==> src/rtl/alu_issue.sv <==
// alu_issue: decodes one instruction into ALU operands and op select, then holds them in an output register for the ALU stage.
// Latency: an accepted instruction appears on the outputs exactly 1 cycle later. A new instruction can be accepted every cycle.
// Backpressure: while out_valid && !out_ready the outputs are frozen and in_ready is 0. flush kills the held and the incoming instruction.
//
// Ports:
//   clk, rst_n                         clock and asynchronous active-low reset
//   in_valid/in_ready, flush           decoded-instruction handshake from ID, and kill
//   opcode, funct3, funct7_5           instruction fields that select the ALU op
//   pc, imm, rs1_*, rs2_*, rd_addr     operand sources and destination
//   fwd_mem_*, fwd_wb_*                EX/MEM and MEM/WB bypass sources
//   out_valid/out_ready                handshake toward the ALU stage
//   alu_d0, alu_d1, alu_s              registered operands and op select
//   out_rd, out_we, out_illegal        registered destination, write enable and illegal flag
//
// Build option: define ALU_ISSUE_FORWARDING_EN to enable operand bypass from fwd_mem_*/fwd_wb_*.
// When it is not defined, those ports are ignored and hazards must be resolved upstream by stalling.
module alu_issue #(
    parameter int XLEN = 32
) (
    input  logic            clk,
    input  logic            rst_n,
    input  logic            in_valid,
    output logic            in_ready,
    input  logic            flush,
    input  logic [6:0]      opcode,
    input  logic [2:0]      funct3,
    input  logic            funct7_5,
    input  logic [XLEN-1:0] pc,
    input  logic [XLEN-1:0] imm,
    input  logic [XLEN-1:0] rs1_data,
    input  logic [XLEN-1:0] rs2_data,
    input  logic [4:0]      rs1_addr,
    input  logic [4:0]      rs2_addr,
    input  logic [4:0]      rd_addr,
    input  logic            fwd_mem_we,
    input  logic [4:0]      fwd_mem_rd,
    input  logic [XLEN-1:0] fwd_mem_data,
    input  logic            fwd_wb_we,
    input  logic [4:0]      fwd_wb_rd,
    input  logic [XLEN-1:0] fwd_wb_data,
    output logic            out_valid,
    input  logic            out_ready,
    output logic [XLEN-1:0] alu_d0,
    output logic [XLEN-1:0] alu_d1,
    output logic [3:0]      alu_s,
    output logic [4:0]      out_rd,
    output logic            out_we,
    output logic            out_illegal
);

    localparam logic [3:0] OP_ADD  = 4'b0000;
    localparam logic [3:0] OP_SUB  = 4'b0001;
    localparam logic [3:0] OP_AND  = 4'b0010;
    localparam logic [3:0] OP_OR   = 4'b0011;
    localparam logic [3:0] OP_XOR  = 4'b0100;
    localparam logic [3:0] OP_SLT  = 4'b0101;
    localparam logic [3:0] OP_SLTU = 4'b0110;
    localparam logic [3:0] OP_SLL  = 4'b0111;
    localparam logic [3:0] OP_SRL  = 4'b1000;
    localparam logic [3:0] OP_SRA  = 4'b1001;

    localparam logic [6:0] OPC_OP     = 7'b0110011;
    localparam logic [6:0] OPC_OP_IMM = 7'b0010011;
    localparam logic [6:0] OPC_LUI    = 7'b0110111;
    localparam logic [6:0] OPC_AUIPC  = 7'b0010111;

    logic [XLEN-1:0] rs1_val;
    logic [XLEN-1:0] rs2_val;

`ifdef ALU_ISSUE_FORWARDING_EN
    // x0 is hard-wired to zero; the youngest producer (EX/MEM) wins over MEM/WB.
    assign rs1_val = (rs1_addr == 5'd0)                         ? '0           :
                     (fwd_mem_we && (fwd_mem_rd == rs1_addr))   ? fwd_mem_data :
                     (fwd_wb_we  && (fwd_wb_rd  == rs1_addr))   ? fwd_wb_data  :
                                                                  rs1_data;
    assign rs2_val = (rs2_addr == 5'd0)                         ? '0           :
                     (fwd_mem_we && (fwd_mem_rd == rs2_addr))   ? fwd_mem_data :
                     (fwd_wb_we  && (fwd_wb_rd  == rs2_addr))   ? fwd_wb_data  :
                                                                  rs2_data;
`else
    // Bypass ports stay on the interface so both builds are pin-compatible.
    logic unused_fwd;
    assign unused_fwd = ^{fwd_mem_we, fwd_mem_rd, fwd_mem_data,
                          fwd_wb_we, fwd_wb_rd, fwd_wb_data};
    assign rs1_val = (rs1_addr == 5'd0) ? '0 : rs1_data;
    assign rs2_val = (rs2_addr == 5'd0) ? '0 : rs2_data;
`endif

    // Decode
    logic [3:0]      dec_s;
    logic [XLEN-1:0] dec_d0;
    logic [XLEN-1:0] dec_d1;
    logic            dec_legal;
    logic [3:0]      f3_op;

    // funct3 map shared by OP and OP-IMM; the SUB override only applies to OP.
    always_comb begin
        f3_op = OP_ADD;
        case (funct3)
            3'b000:  f3_op = OP_ADD;
            3'b001:  f3_op = OP_SLL;
            3'b010:  f3_op = OP_SLT;
            3'b011:  f3_op = OP_SLTU;
            3'b100:  f3_op = OP_XOR;
            3'b101:  f3_op = funct7_5 ? OP_SRA : OP_SRL;
            3'b110:  f3_op = OP_OR;
            default: f3_op = OP_AND;
        endcase
    end

    always_comb begin
        dec_s     = OP_ADD;
        dec_d0    = '0;
        dec_d1    = '0;
        dec_legal = 1'b1;
        case (opcode)
            OPC_OP: begin
                dec_s  = (funct3 == 3'b000 && funct7_5) ? OP_SUB : f3_op;
                dec_d0 = rs1_val;
                dec_d1 = rs2_val;
            end
            OPC_OP_IMM: begin
                dec_s  = f3_op;
                dec_d0 = rs1_val;
                dec_d1 = imm;
            end
            OPC_LUI: begin
                dec_d1 = imm;
            end
            OPC_AUIPC: begin
                dec_d0 = pc;
                dec_d1 = imm;
            end
            default: begin
                dec_legal = 1'b0;
            end
        endcase
    end

    // Handshake
    logic load;

    assign in_ready = !flush && (!out_valid || out_ready);
    assign load     = in_valid && in_ready;

    // Data fields only move on a load, so they stay frozen through stalls, idle and flush.
    always_ff @(posedge clk or negedge rst_n) begin
        if (!rst_n) begin
            out_valid   <= 1'b0;
            alu_d0      <= '0;
            alu_d1      <= '0;
            alu_s       <= OP_ADD;
            out_rd      <= 5'd0;
            out_we      <= 1'b0;
            out_illegal <= 1'b0;
        end else if (flush) begin
            out_valid <= 1'b0;
        end else if (load) begin
            out_valid   <= 1'b1;
            alu_d0      <= dec_d0;
            alu_d1      <= dec_d1;
            alu_s       <= dec_s;
            out_rd      <= rd_addr;
            out_we      <= dec_legal && (rd_addr != 5'd0);
            out_illegal <= !dec_legal;
        end else if (out_ready) begin
            out_valid <= 1'b0;
        end
    end

endmodule
==> config.mk <==
export PLATFORM = sky130hd
export DESIGN_NAME = alu_issue
export DESIGN_NICKNAME = d
export VERILOG_FILES = /design/src/rtl/alu_issue.sv
export SDC_FILE = /design/constraint.sdc
export NUM_CORES = 1
export LEC_CHECK = 0
export CORE_AREA = 2 2 121 123
export CTS_CLUSTER_SIZE = 28
export DETAILED_ROUTE_END_ITERATION = 6
export DIE_AREA = 0 0 123 125
export GPL_ROUTABILITY_DRIVEN = 1
export GPL_TIMING_DRIVEN = 0
export PLACE_DENSITY = 0.78
export SLEW_MARGIN = 20
export SYNTH_ARGS = -nofsm -noshare
export SYNTH_HDL_FRONTEND = slang
export SYNTH_SLANG_ARGS = --single-unit
==> constraint.sdc <==
create_clock -name clk -period 3.25 [get_ports clk]
set_clock_uncertainty 0.1 [all_clocks]
set_input_delay 0.65 -clock clk [delete_from_list [all_inputs] [get_ports clk]]
set_output_delay 0.65 -clock clk [all_outputs]
set_load 0.01 [all_outputs]
==> out/metrics.csv <==
stage,metric,value,unit
floorplan,die_area,15380,µm²
placed_design,io_buffer_count,235,
clock_network,root_buffer,clkbuf_16,
critical_path,cp.buffers_inverters,2,
worst_hold_path,min_path_type,in2async,
sta,final_hold_viol_count,0,
synth,synthFlopType,dfrtp_1,
floorplan,boundaryPins,312,
global_route,grt.total_usage,14.85,%
detailed_routing,ant_nets,0,
final_layout,layout-area-overhead-vs-synth,83.26,%
clock_network,cts_max_level,3,
final_layout,nNetsFinal,751,
clock_network,cts_tree,yes,
synth,ys_seq_area_share,54.72,%
clock_network,cts_buffer_depth,2,
floorplan,core-area,14200,µm²
sta,fin_ws,0.6563,ns
clock_network,cts_buffers,9,
synth,netlist.area_leader.share,54.72,%
detailed_routing,wl_met1,4720,µm
final_layout,nFillCells,1273,
clock_network,cts.sinks,76,
synth,yosysWarnings,0,
floorplan,initial_utilization,24.47,%
global_route,grt_pass1_vias,3390,
synth,ys_async_sr_fraction,100.0,%
synth,synth_edf_count,0,
floorplan,row_count,44,
critical_path,path_class,in2out,
detailed_routing,drt_iter0_drc,116,
synth,netlist_instances,269,
placed_design,place_ws,0.2449,ns
sta,finalSetupViolations,0,
sta,maxSlewHeadroom,59.71,%
global_route,grt_pass1_wl,17340,µm
sta,fin_crit_sh,79.81,%
critical_path,crit_top_cell,clkdlybuf4s50_1,
detailed_routing,remaining_drc_errors,0,
critical_path,required,2.50,ns
flow_run,max_cap_viol_count,0,
power_and_ir_drop,irDropWorstVdd,0.2255,mV
detailed_routing,topRoutingLayerUsed,met4,
critical_path,slowest_stage,clkdlybuf4s50_1,
synth,yosysMostFrequentCell,dfrtp_1,
final_layout,multi_input_area,1409,µm²
critical_path,critPathMaxStageDelay,0.55,ns
detailed_routing,wire_per_inst,16.43,µm
final_layout,layout-drive-gt1-share,13.08,%
synth,ys_top_cells_by_count,"dfrtp_1 (76), and2_0 (44), a221o_1 (40), a221o_2 (24), and2_1 (20)",
detailed_routing,dr.pass1.iters,4,
power_and_ir_drop,total_power,0.002323,W
placed_design,gp_congestion,0.8253,
clock_network,ctsHoldBuffers,0,
placed_design,dp_hpwl,9040,µm
critical_path,end_kind,output port,
global_route,overflow,0,
detailed_routing,wirelength,11590,µm
detailed_routing,vias,3216,
synth,yosys-top-cells-area,"dfrtp_1 (55%), a221o_1 (12%), and2_0 (7.9%)",
global_route,grt_max_degree,46,
detailed_routing,met3_wirelength,937,µm
sta,slew_viol_final,0,
clock_network,insertion_delay,0.32,ns
synth,synth_area,3476,µm²
final_layout,seqCellArea,1902,µm²
clock_network,clk_pin_slew,0.05,ns
detailed_routing,wl_met2,5665,µm
synth,yosys.area.top_type,dfrtp_1,
sta,rsz0062_at_grt,no,
critical_path,cp_max_fo,3,
sta,layout_min_cycle_time,2.594,ns
synth,ys_ff_latch,76,
sta,fmax,385.5,MHz
floorplan,die_w,123,µm
detailed_routing,vias_per_cell,4.562,
global_route,grt_antenna_before_repair,1,
sta,worst_pin_slew,0.6018,ns
synth,ys_types,28,
power_and_ir_drop,leakage,2.657,nW
clock_network,post_cts_buffers,0,
synth,syn_nets,504,
critical_path,crit_arrival,1.84,ns
clock_network,cts_resized,0,
synth,synth_area_per_cell,12.92,µm²
critical_path,critPathLaunchType,primary input,
critical_path,path_cells,clkdlybuf4s50_1 -> nor2b_4 -> nor2_1 -> clkdlybuf4s50_1,
floorplan,dieHeight,125,µm
power_and_ir_drop,powerDensity,364.6,nW/µm²
outcome,status,"finished, final reports clean",
critical_path,cp_top_family,buffers and inverters,
[sequential cells by signal, indices dropped and copies added (netlist names)]
signal,flops
alu_d0,32
alu_d1,32
alu_s,4
out_illegal,1
out_rd,5
out_valid,1
out_we,1
[kinds of logic (layout without fill, tap and decap cells)]
family	count (synthesis)	after routing	synth area share, %
xor gates and xnor gates	1	1	0.2520
AOI/OAI and AO/OA	73	73	21.09
DFF	76	76	54.72
buffers and inverters	21	272	4.752
and+or+nand+nor	92	92	17.24
muxes	6	6	1.944
other	0	1	0
[report_power, final]
group | internal (W) | switching, W
Clock | 0.000607 | 0.000373
Combinational | 0.000245 | 0.000114
Sequential | 0.000972 | 0.0000124
Total | 0.00182 | 0.000500
[per-layer routing]
metal,up-vias,GRT usage [%]
li1,1523,-
met1,1502,17.27
met2,174,25.32
met3,17,3.604
met4,0,7.219
met5,-,0
[cell type report]
cell class                 instances  area share (%)
buffer                            21           2.593
sequential                        76           29.86
clock inverter                     5          0.8250
tap                              184           3.614
multi-input combinational        172           22.12
timing repair buffer             236           37.20
clock buffer                      10           3.752
antenna                            1         0.03929
[per-stage QoR]
step	setup TNS, ns	instances	utilization, %	instance area (µm²)	hold WS, ns
5_1_grt	0	704	44.83	6367	0.1811
6_report	0	705	44.85	6370	0.1601
4_1_cts	0	704	44.83	6367	0.1594
3_3_place_gp	-85.96	688	42.65	6058	0.3628
2_1_floorplan	0	269	-	3476	0.2544
3_5_place_dp	0	689	42.78	6076	0.3668
[final timing paths]
check	startpoint	end	slack [ns]	cells after the start
max	out_ready	in_ready	0.66	4
max in group asynchronous	rst_n	alu_d1[16]	2.31	2
min	rst_n	alu_d0[15]	0.16	1
max reg2reg	out_valid	alu_d0[11]	1.06	6
min reg2reg	out_we	out_we	0.38	2
min in group clk	out_we	out_we	0.38	2
[cell usage in the layout, fill, tap and decap left out, types with 6 or more instances in the layout]
cell,n
dfrtp_1,76
and2_1,20
nor2_1,8
mux2_2,6
buf_6,11
and2_0,44
clkbuf_16,9
clkbuf_1,7
a221o_2,24
nand2_1,6
clkdlybuf4s50_1,234
a221o_1,40
(Power assumes the default switching activity.)
